$ cat src/rtl/alu_result_display.sv
// Captures the ALU result on each Led_rdy rising edge and shows it as two-digit hex on a muxed 7-seg display (history: ALU_DISP_HISTORY_EN).
// Latency: Result_valid/Hist_idx update at the capture edge, Seg one edge later; each digit is lit for SCAN_DIV cycles.
// Backpressure: none; captures are never stalled and a full history silently overwrites its oldest entry.
module alu_result_display #(
    parameter int SCAN_DIV = 50000
) (
    input  logic       clk,
    input  logic       rst,
    input  logic [4:0] Alu_out,
    input  logic       Led_rdy,
    input  logic       Show_prev,
    output logic [6:0] Seg,
    output logic [1:0] An,
    output logic       Result_valid,
    output logic [1:0] Hist_idx
);
    localparam int PW = $clog2(SCAN_DIV);
    localparam logic [PW-1:0] PRESC_MAX = PW'(SCAN_DIV - 1);

    logic          rdy_q;
    logic          prev_q;
    logic          capture;
    logic          step;
    logic [2:0]    count;
    logic [PW-1:0] presc;
    logic          dsel;
    logic          dsel_nxt;
    logic [4:0]    disp;
    logic [3:0]    digit;

    function automatic logic [6:0] hex_seg(input logic [3:0] v);
        logic [6:0] s;
        case (v)
            4'h0: s = 7'h40;
            4'h1: s = 7'h79;
            4'h2: s = 7'h24;
            4'h3: s = 7'h30;
            4'h4: s = 7'h19;
            4'h5: s = 7'h12;
            4'h6: s = 7'h02;
            4'h7: s = 7'h78;
            4'h8: s = 7'h00;
            4'h9: s = 7'h10;
            4'hA: s = 7'h08;
            4'hB: s = 7'h03;
            4'hC: s = 7'h46;
            4'hD: s = 7'h21;
            4'hE: s = 7'h06;
            default: s = 7'h0E;
        endcase
        return s;
    endfunction

    assign capture      = Led_rdy & ~rdy_q;
    assign step         = Show_prev & ~prev_q;
    assign Result_valid = (count != 3'd0);

    always_ff @(posedge clk or negedge rst) begin
        if (!rst) begin
            rdy_q  <= 1'b0;
            prev_q <= 1'b0;
        end else begin
            rdy_q  <= Led_rdy;
            prev_q <= Show_prev;
        end
    end

`ifdef ALU_DISP_HISTORY_EN
    logic [4:0] hist_buf [4];
    logic [1:0] wr_ptr;
    logic [1:0] rd_ptr;
    logic [2:0] idx_inc;

    assign idx_inc = {1'b0, Hist_idx} + 3'd1;
    // wr_ptr points one past the newest entry; Hist_idx counts back from there
    assign rd_ptr  = wr_ptr - 2'd1 - Hist_idx;
    assign disp    = hist_buf[rd_ptr];

    always_ff @(posedge clk or negedge rst) begin
        if (!rst) begin
            for (int i = 0; i < 4; i++) hist_buf[i] <= '0;
            wr_ptr   <= '0;
            count    <= '0;
            Hist_idx <= '0;
        end else if (capture) begin
            hist_buf[wr_ptr] <= Alu_out;
            wr_ptr           <= wr_ptr + 2'd1;
            if (count != 3'd4) count <= count + 3'd1;
            Hist_idx         <= '0;
        end else if (step && (count != 3'd0)) begin
            Hist_idx <= (idx_inc >= count) ? 2'd0 : idx_inc[1:0];
        end
    end
`else
    logic [4:0] result_q;

    assign disp = result_q;

    always_ff @(posedge clk or negedge rst) begin
        if (!rst) begin
            result_q <= '0;
            count    <= '0;
            Hist_idx <= '0;
        end else begin
            if (capture) begin
                result_q <= Alu_out;
                count    <= 3'd1;
            end
            // Only one entry exists, so any capture or step lands on age 0
            if (capture || step) Hist_idx <= 2'd0;
        end
    end
`endif

    // Seg is built from the post-toggle digit select so An and Seg switch together
    assign dsel_nxt = (presc == PRESC_MAX) ? ~dsel : dsel;
    assign digit    = dsel_nxt ? {3'b000, disp[4]} : disp[3:0];

    always_ff @(posedge clk or negedge rst) begin
        if (!rst) begin
            presc <= '0;
            dsel  <= 1'b0;
            An    <= 2'b11;
            Seg   <= 7'h7F;
        end else begin
            presc <= (presc == PRESC_MAX) ? '0 : presc + PW'(1);
            dsel  <= dsel_nxt;
            An    <= dsel_nxt ? 2'b01 : 2'b10;
            Seg   <= Result_valid ? hex_seg(digit) : 7'h3F;
        end
    end
endmodule

$ cat config.mk
export PLATFORM = sky130hd
export DESIGN_NAME = alu_result_display
export DESIGN_NICKNAME = d
export VERILOG_FILES = /design/src/rtl/alu_result_display.sv
export SDC_FILE = /design/constraint.sdc
export NUM_CORES = 1
export LEC_CHECK = 0
export CAP_MARGIN = 20
export CORE_MARGIN = 10
export CORE_UTILIZATION = 49
export DETAILED_ROUTE_END_ITERATION = 16
export GPL_ROUTABILITY_DRIVEN = 0
export PLACE_DENSITY = 0.83
export SYNTH_ARGS = -nofsm -noshare
export SYNTH_HDL_FRONTEND = slang
export SYNTH_SLANG_ARGS = --single-unit
$ cat constraint.sdc
create_clock -name clk -period 2.7 [get_ports clk]
set_input_delay 0.54 -clock clk [delete_from_list [all_inputs] [get_ports clk]]
set_output_delay 0.54 -clock clk [all_outputs]
set_load 0.1 [all_outputs]
Word-level counts from Yosys, hierarchy flattened. Memory sizes are Yosys's and may differ from the RTL's. Index checks and enable logic that the tools add are counted.

$add $sub $neg: 1. Eq/ne operators: 1. Muxes and demuxes: 5. Bitwise logic cells: 3.

Operators by type and width (count): 16-bit by 1-bit adder with 16-bit output (second input constant) (1); 16-bit == test (second input constant) (1); 16-bit two-way mux (1); 7-bit two-way mux (1); 4-bit two-way mux (1); 2-bit two-way mux (1); 1-bit NOT (2); 1-bit bitwise AND (1); 1-bit two-way mux (1).

Register bits: 33. Memory bits (read-only): 112. Output and inout bits: 12. Memories: 1.

Memories: (name not given) (depth 16, bits a word 7, read ports 1, clocked after Yosys merged registers in 0, write ports 0, line 33) `case (v)`.

Depth between registers and ports, before layout. An unclocked memory read counts as a cell.

Word-level depth: 5. Depth in mapped cells: 14. Gate-level depth less buffers: 13.

Worst setup path after synthesis. No wires, ideal clock.

Kind: reg2reg. Start: register presc[0]. End: register Seg[3]. Data arrival time: 2464 ps. Required time: 2632 ps. Path slack: 168 ps. Stages on the path, launching flop included: 14. Path buffers: 1. Period minus slack after synthesis: 2532 ps. Cells stage by stage: dfrtp_1 ha_1 and3_1 and4_1 buf_6 xnor2_4 inv_4 nand2_1 and2_1 ha_1 o21ai_0 a21oi_1 a21oi_2 a2bb2oi_2.

Cells in the longest elaborated chain, start to end: 5.

Ends and longest elaborated chain: start: declaration (line 25) `logic [PW-1:0] presc;`; start signal: assignment (line 126) `presc <= (presc == PRESC_MAX) ? '0 : presc + PW'(1);`; 16-bit == test (line 116) `assign dsel_nxt = (presc == PRESC_MAX) ? ~dsel : dsel;`; 1-bit two-way mux (line 116); via dsel_nxt (line 27) `logic dsel_nxt;`; 4-bit two-way mux (line 117) `assign digit = dsel_nxt ? {3'b000, disp[4]} : disp[3:0];`; memory 16 x 7 bit; 7-bit two-way mux (line 129) `Seg <= Result_valid ? hex_seg(digit) : 7'h3F;`; end signal: assignment (line 129); end: declaration (line 12) `output logic [6:0] Seg,`.

The timed path passes the listed nets, and every way through them passes these cells. A chain may end at the register's enable or synchronous reset.

Worst setup path after layout.
Start: register presc[0]. End: register Seg[3].

Cells in the longest elaborated chain, start to end: 5.

Ends and longest elaborated chain (line): 16-bit == test (116); 1-bit two-way mux (116); 4-bit two-way mux (117); memory 16 x 7 bit; 7-bit two-way mux (129).

Every way passes these cells.

==> run summary <==
=======================================================================================
Status ................................................................... finished, final reports clean
Final slew viol count ....................................................            0
Number of violations reported at the end of detailed-routing iteration 0 .          101
Worst min-delay path class ............................................... flip-flop to flip-flop
Least setup slack across all paths after layout ..........................    0.1393 ns
Site Rows ................................................................           20
Per-instance average area after synthesis ................................    10.96 µm²
Leak .....................................................................    0.8373 nW
Synthesized netlist cell count ...........................................          150
Clock root buffer ........................................................     clkbuf_4
Width of the die .........................................................     77.93 µm
Post-detailed-route DRC marker count .....................................            0
Final Instance Area ......................................................     1916 µm²
Final worst path period share ............................................       94.84%
Io pins ..................................................................           21
H-tree depth .............................................................            2
Number of diodes .........................................................            0
Count of nets after finishing ............................................          190
Arrival time reported for the critical path endpoint .....................      2.84 ns
Total clock buffers created by CTS .......................................            5
Number of nets with antenna violations after routing .....................            0
Synth Warn # .............................................................            0
Clock transition at the registers of the reported paths ..................      0.10 ns
Clock insertion delay at the later pin of the skew report ................      0.35 ns
Starting utilization of the core area ....................................       52.56%
Peak supply drop .........................................................  0.0004103 V
# setup viols final ......................................................            0
Synth cell types .........................................................           41
Total gr overflow ........................................................            0
Post-synth design cell area ..............................................     1644 µm²
Share of the yosys chip area belonging to registers ......................       50.91%
Kind of capture point of the worst setup path ............................    flip-flop
Die height ...............................................................     77.93 µm
Total negative slack .....................................................         0 ns
TritonCTS clock tree .....................................................          yes
Count of max-cap constraint violations ...................................            0
Relative slew slack ......................................................       66.36%
Ratio of cells with drive above 1 in the final layout ....................       28.74%
Post-layout total power ..................................................     1.286 mW
Startpoint type of the worst setup path ..................................    flip-flop
Placed cell areas ........................................................     1833 µm²
Global-route wire length before repair ...................................      5209 µm
Setup CP Type ............................................................ flip-flop to flip-flop
Power per standard cell area ............................................. 671.2 nW/µm²
Unrepaired setup endpoints after global routing ..........................           no
Core region area .........................................................     3128 µm²
Count of clock tree sinks ................................................           33
DR pass1 iterations ......................................................            4
Area grow syn2layout .....................................................       16.51%
Pin count of the biggest net entering global routing .....................           34
Post-layout minimum cycle time ...........................................     2.561 ns
Data required, critical path .............................................      2.97 ns
Post-DR wirelength/cell ..................................................     14.11 µm
Final hold vios ..........................................................            0
Maximum clock frequency ..................................................   0.3905 GHz
Wirelength, routed .......................................................      3076 µm
Die area .................................................................     6072 µm²
Input/output buffers .....................................................           17
Hold slack ...............................................................    0.4962 ns
Final clock skew .........................................................   0.01400 ns
Number of synthesized register bits ......................................           33
Post-detailed-route via-to-cell ratio ....................................        5.358
Final HPWL from detailed placement .......................................      2233 µm
Post-placement worst setup slack .........................................    0.1025 ns
Tightest Pin Transition ..................................................    0.5046 ns
Number of vias after detailed routing ....................................         1168
Initial antenna violation count ..........................................            0
CTS Buffer Depth .........................................................            2
CTS Hold Bufs ............................................................            0
Total GRT Usage ..........................................................       10.48%
Critical-path maximum fanout .............................................            5
Number of global-route vias before repair ................................         1144
=======================================================================================
worst max-delay path, stage by stage, from the launching register on:
cell	delay [ns]
dfrtp_1	0.42
ha_2	0.22
and3_1	0.23
and4_2	0.24
xnor2_4	0.28
nand2_1	0.11
and2_4	0.17
ha_1	0.29
o21ai_2	0.15
a21oi_2	0.09
a21oi_2	0.14
a2bb2oi_2	0.14
synthesized netlist by cell type, drive strengths merged:
cell type / instances / share of area (%)
ha: 8 / 6.1
a21oi: 8 / 2.7
o22ai: 1 / 0.38
nand2: 10 / 2.3
and2b: 1 / 0.53
and2: 1 / 0.38
mux2i: 1 / 0.61
nor4bb: 1 / 0.61
nor2b: 1 / 0.38
o21ai: 10 / 3.0
mux2: 7 / 4.8
dfrtp: 24 / 37
xnor2: 5 / 3.8
or3: 3 / 1.1
dfstp: 9 / 14
conb: 1 / 0.23
a2bb2oi: 2 / 1.4
buf: 4 / 2.1
o211ai: 1 / 0.46
a31oi: 1 / 0.38
and4bb: 1 / 0.76
xor2: 8 / 4.3
clkbuf: 3 / 0.68
and4: 1 / 0.53
nor4b: 1 / 0.53
nor3: 1 / 0.30
nand3: 9 / 2.7
nand2b: 1 / 0.38
and3: 2 / 0.84
nand4b: 1 / 0.53
or2: 1 / 0.38
nor2: 15 / 3.4
nand4: 3 / 1.1
inv: 3 / 0.84
a21boi: 1 / 0.46
layout by cell type (no fill, tap or decap), drive strengths merged:
cell	netlist	routed
nand2	10	10
mux2	7	7
or2	1	1
nand4b	1	1
clkdlybuf4s50	0	7
nand4	3	3
and4	1	1
o22ai	1	1
mux2i	1	1
xor2	8	8
and2b	1	1
a31oi	1	1
a21oi	8	8
or3	3	3
nor4bb	1	1
a21boi	1	1
o211ai	1	1
nor4b	1	1
ha	8	8
nand2b	1	1
nor3	1	1
o21ai	10	10
inv	3	3
buf	4	15
nand3	9	9
clkbuf	3	8
dfrtp	24	24
xnor2	5	5
and3	2	2
a2bb2oi	2	2
nor2b	1	1
and2	1	1
dfstp	9	9
and4bb	1	1
conb	1	2
nor2	15	15
report_power, final:
group,leakage (nW),internal (mW),switching [mW],total [mW]
Clock,0.0326,0.128,0.161,0.290
Sequential,0.396,0.551,0.0337,0.585
Combinational,0.409,0.111,0.300,0.411
kinds of logic (layout without fill, tap and decap cells):
kind of cell	after synthesis	in the layout	share of synthesized area [%]
flip-flops	33	33	50.91
AND/OR/NAND/NOR	53	53	16.90
adder cells (fa/ha/maj)	8	8	6.089
buffers and inverters	10	33	3.577
XOR/XNOR	13	13	8.067
AO/OA/AOI/OAI	24	24	8.829
other	1	2	0.2281
multiplexers	8	8	5.404
per-layer routing:
| layer | wire, µm | part of all wire [%] | up-vias | track usage (%) |
|---|---|---|---|---|
| met3 | 127 | 4.1 | 8 | 2.650 |
| met1 | 1373 | 45 | 568 | 11.95 |
| li1 | - | - | 566 | - |
| met4 | 85 | 2.8 | 0 | 7.527 |
| met5 | 0 | 0 | - | 0 |
| met2 | 1489 | 48 | 26 | 16.75 |
state kept, by name, summed over array words and instances (netlist names):
signal	cells
presc	16
Seg	7
disp	5
An	2
count	1
dsel	1
rdy_q	1
repair_timing:
item                       in CTS  in global routing
gates resized for setup         0                  8
setup endpoints to repair       0                  2
setup buffers                   0                  1
per-stage QoR:
stage | std cells | utilization [%]
floorplan | 151 | -
global placement | 209 | 58.60
finish | 218 | 61.24
CTS | 217 | 60.48
global route | 218 | 61.24
detailed placement | 209 | 58.60
cell type report:
class	instances	area [µm²]
inverter	3	13.76
sequential	33	837.1
clock buffer	8	58.81
fill	248	1212
timing repair buffer	22	182.7
tap	44	55.05
multi-input combinational	108	768.2
final timing paths:
check | slack (ns) | start | endpoint | depth (start not counted)
setup / recovery | 0.14 | presc[0] | Seg[3] | 11
hold / removal | 0.50 | presc[0] | presc[0] | 1
setup reg to reg | 0.14 | presc[0] | Seg[3] | 11
hold reg to reg | 0.50 | presc[0] | presc[0] | 1
max in group asynchronous | 1.78 | rst | Seg[3] | 2
min in group asynchronous | 0.57 | rst | presc[5] | 2
Power figures use the tool's default switching activity.
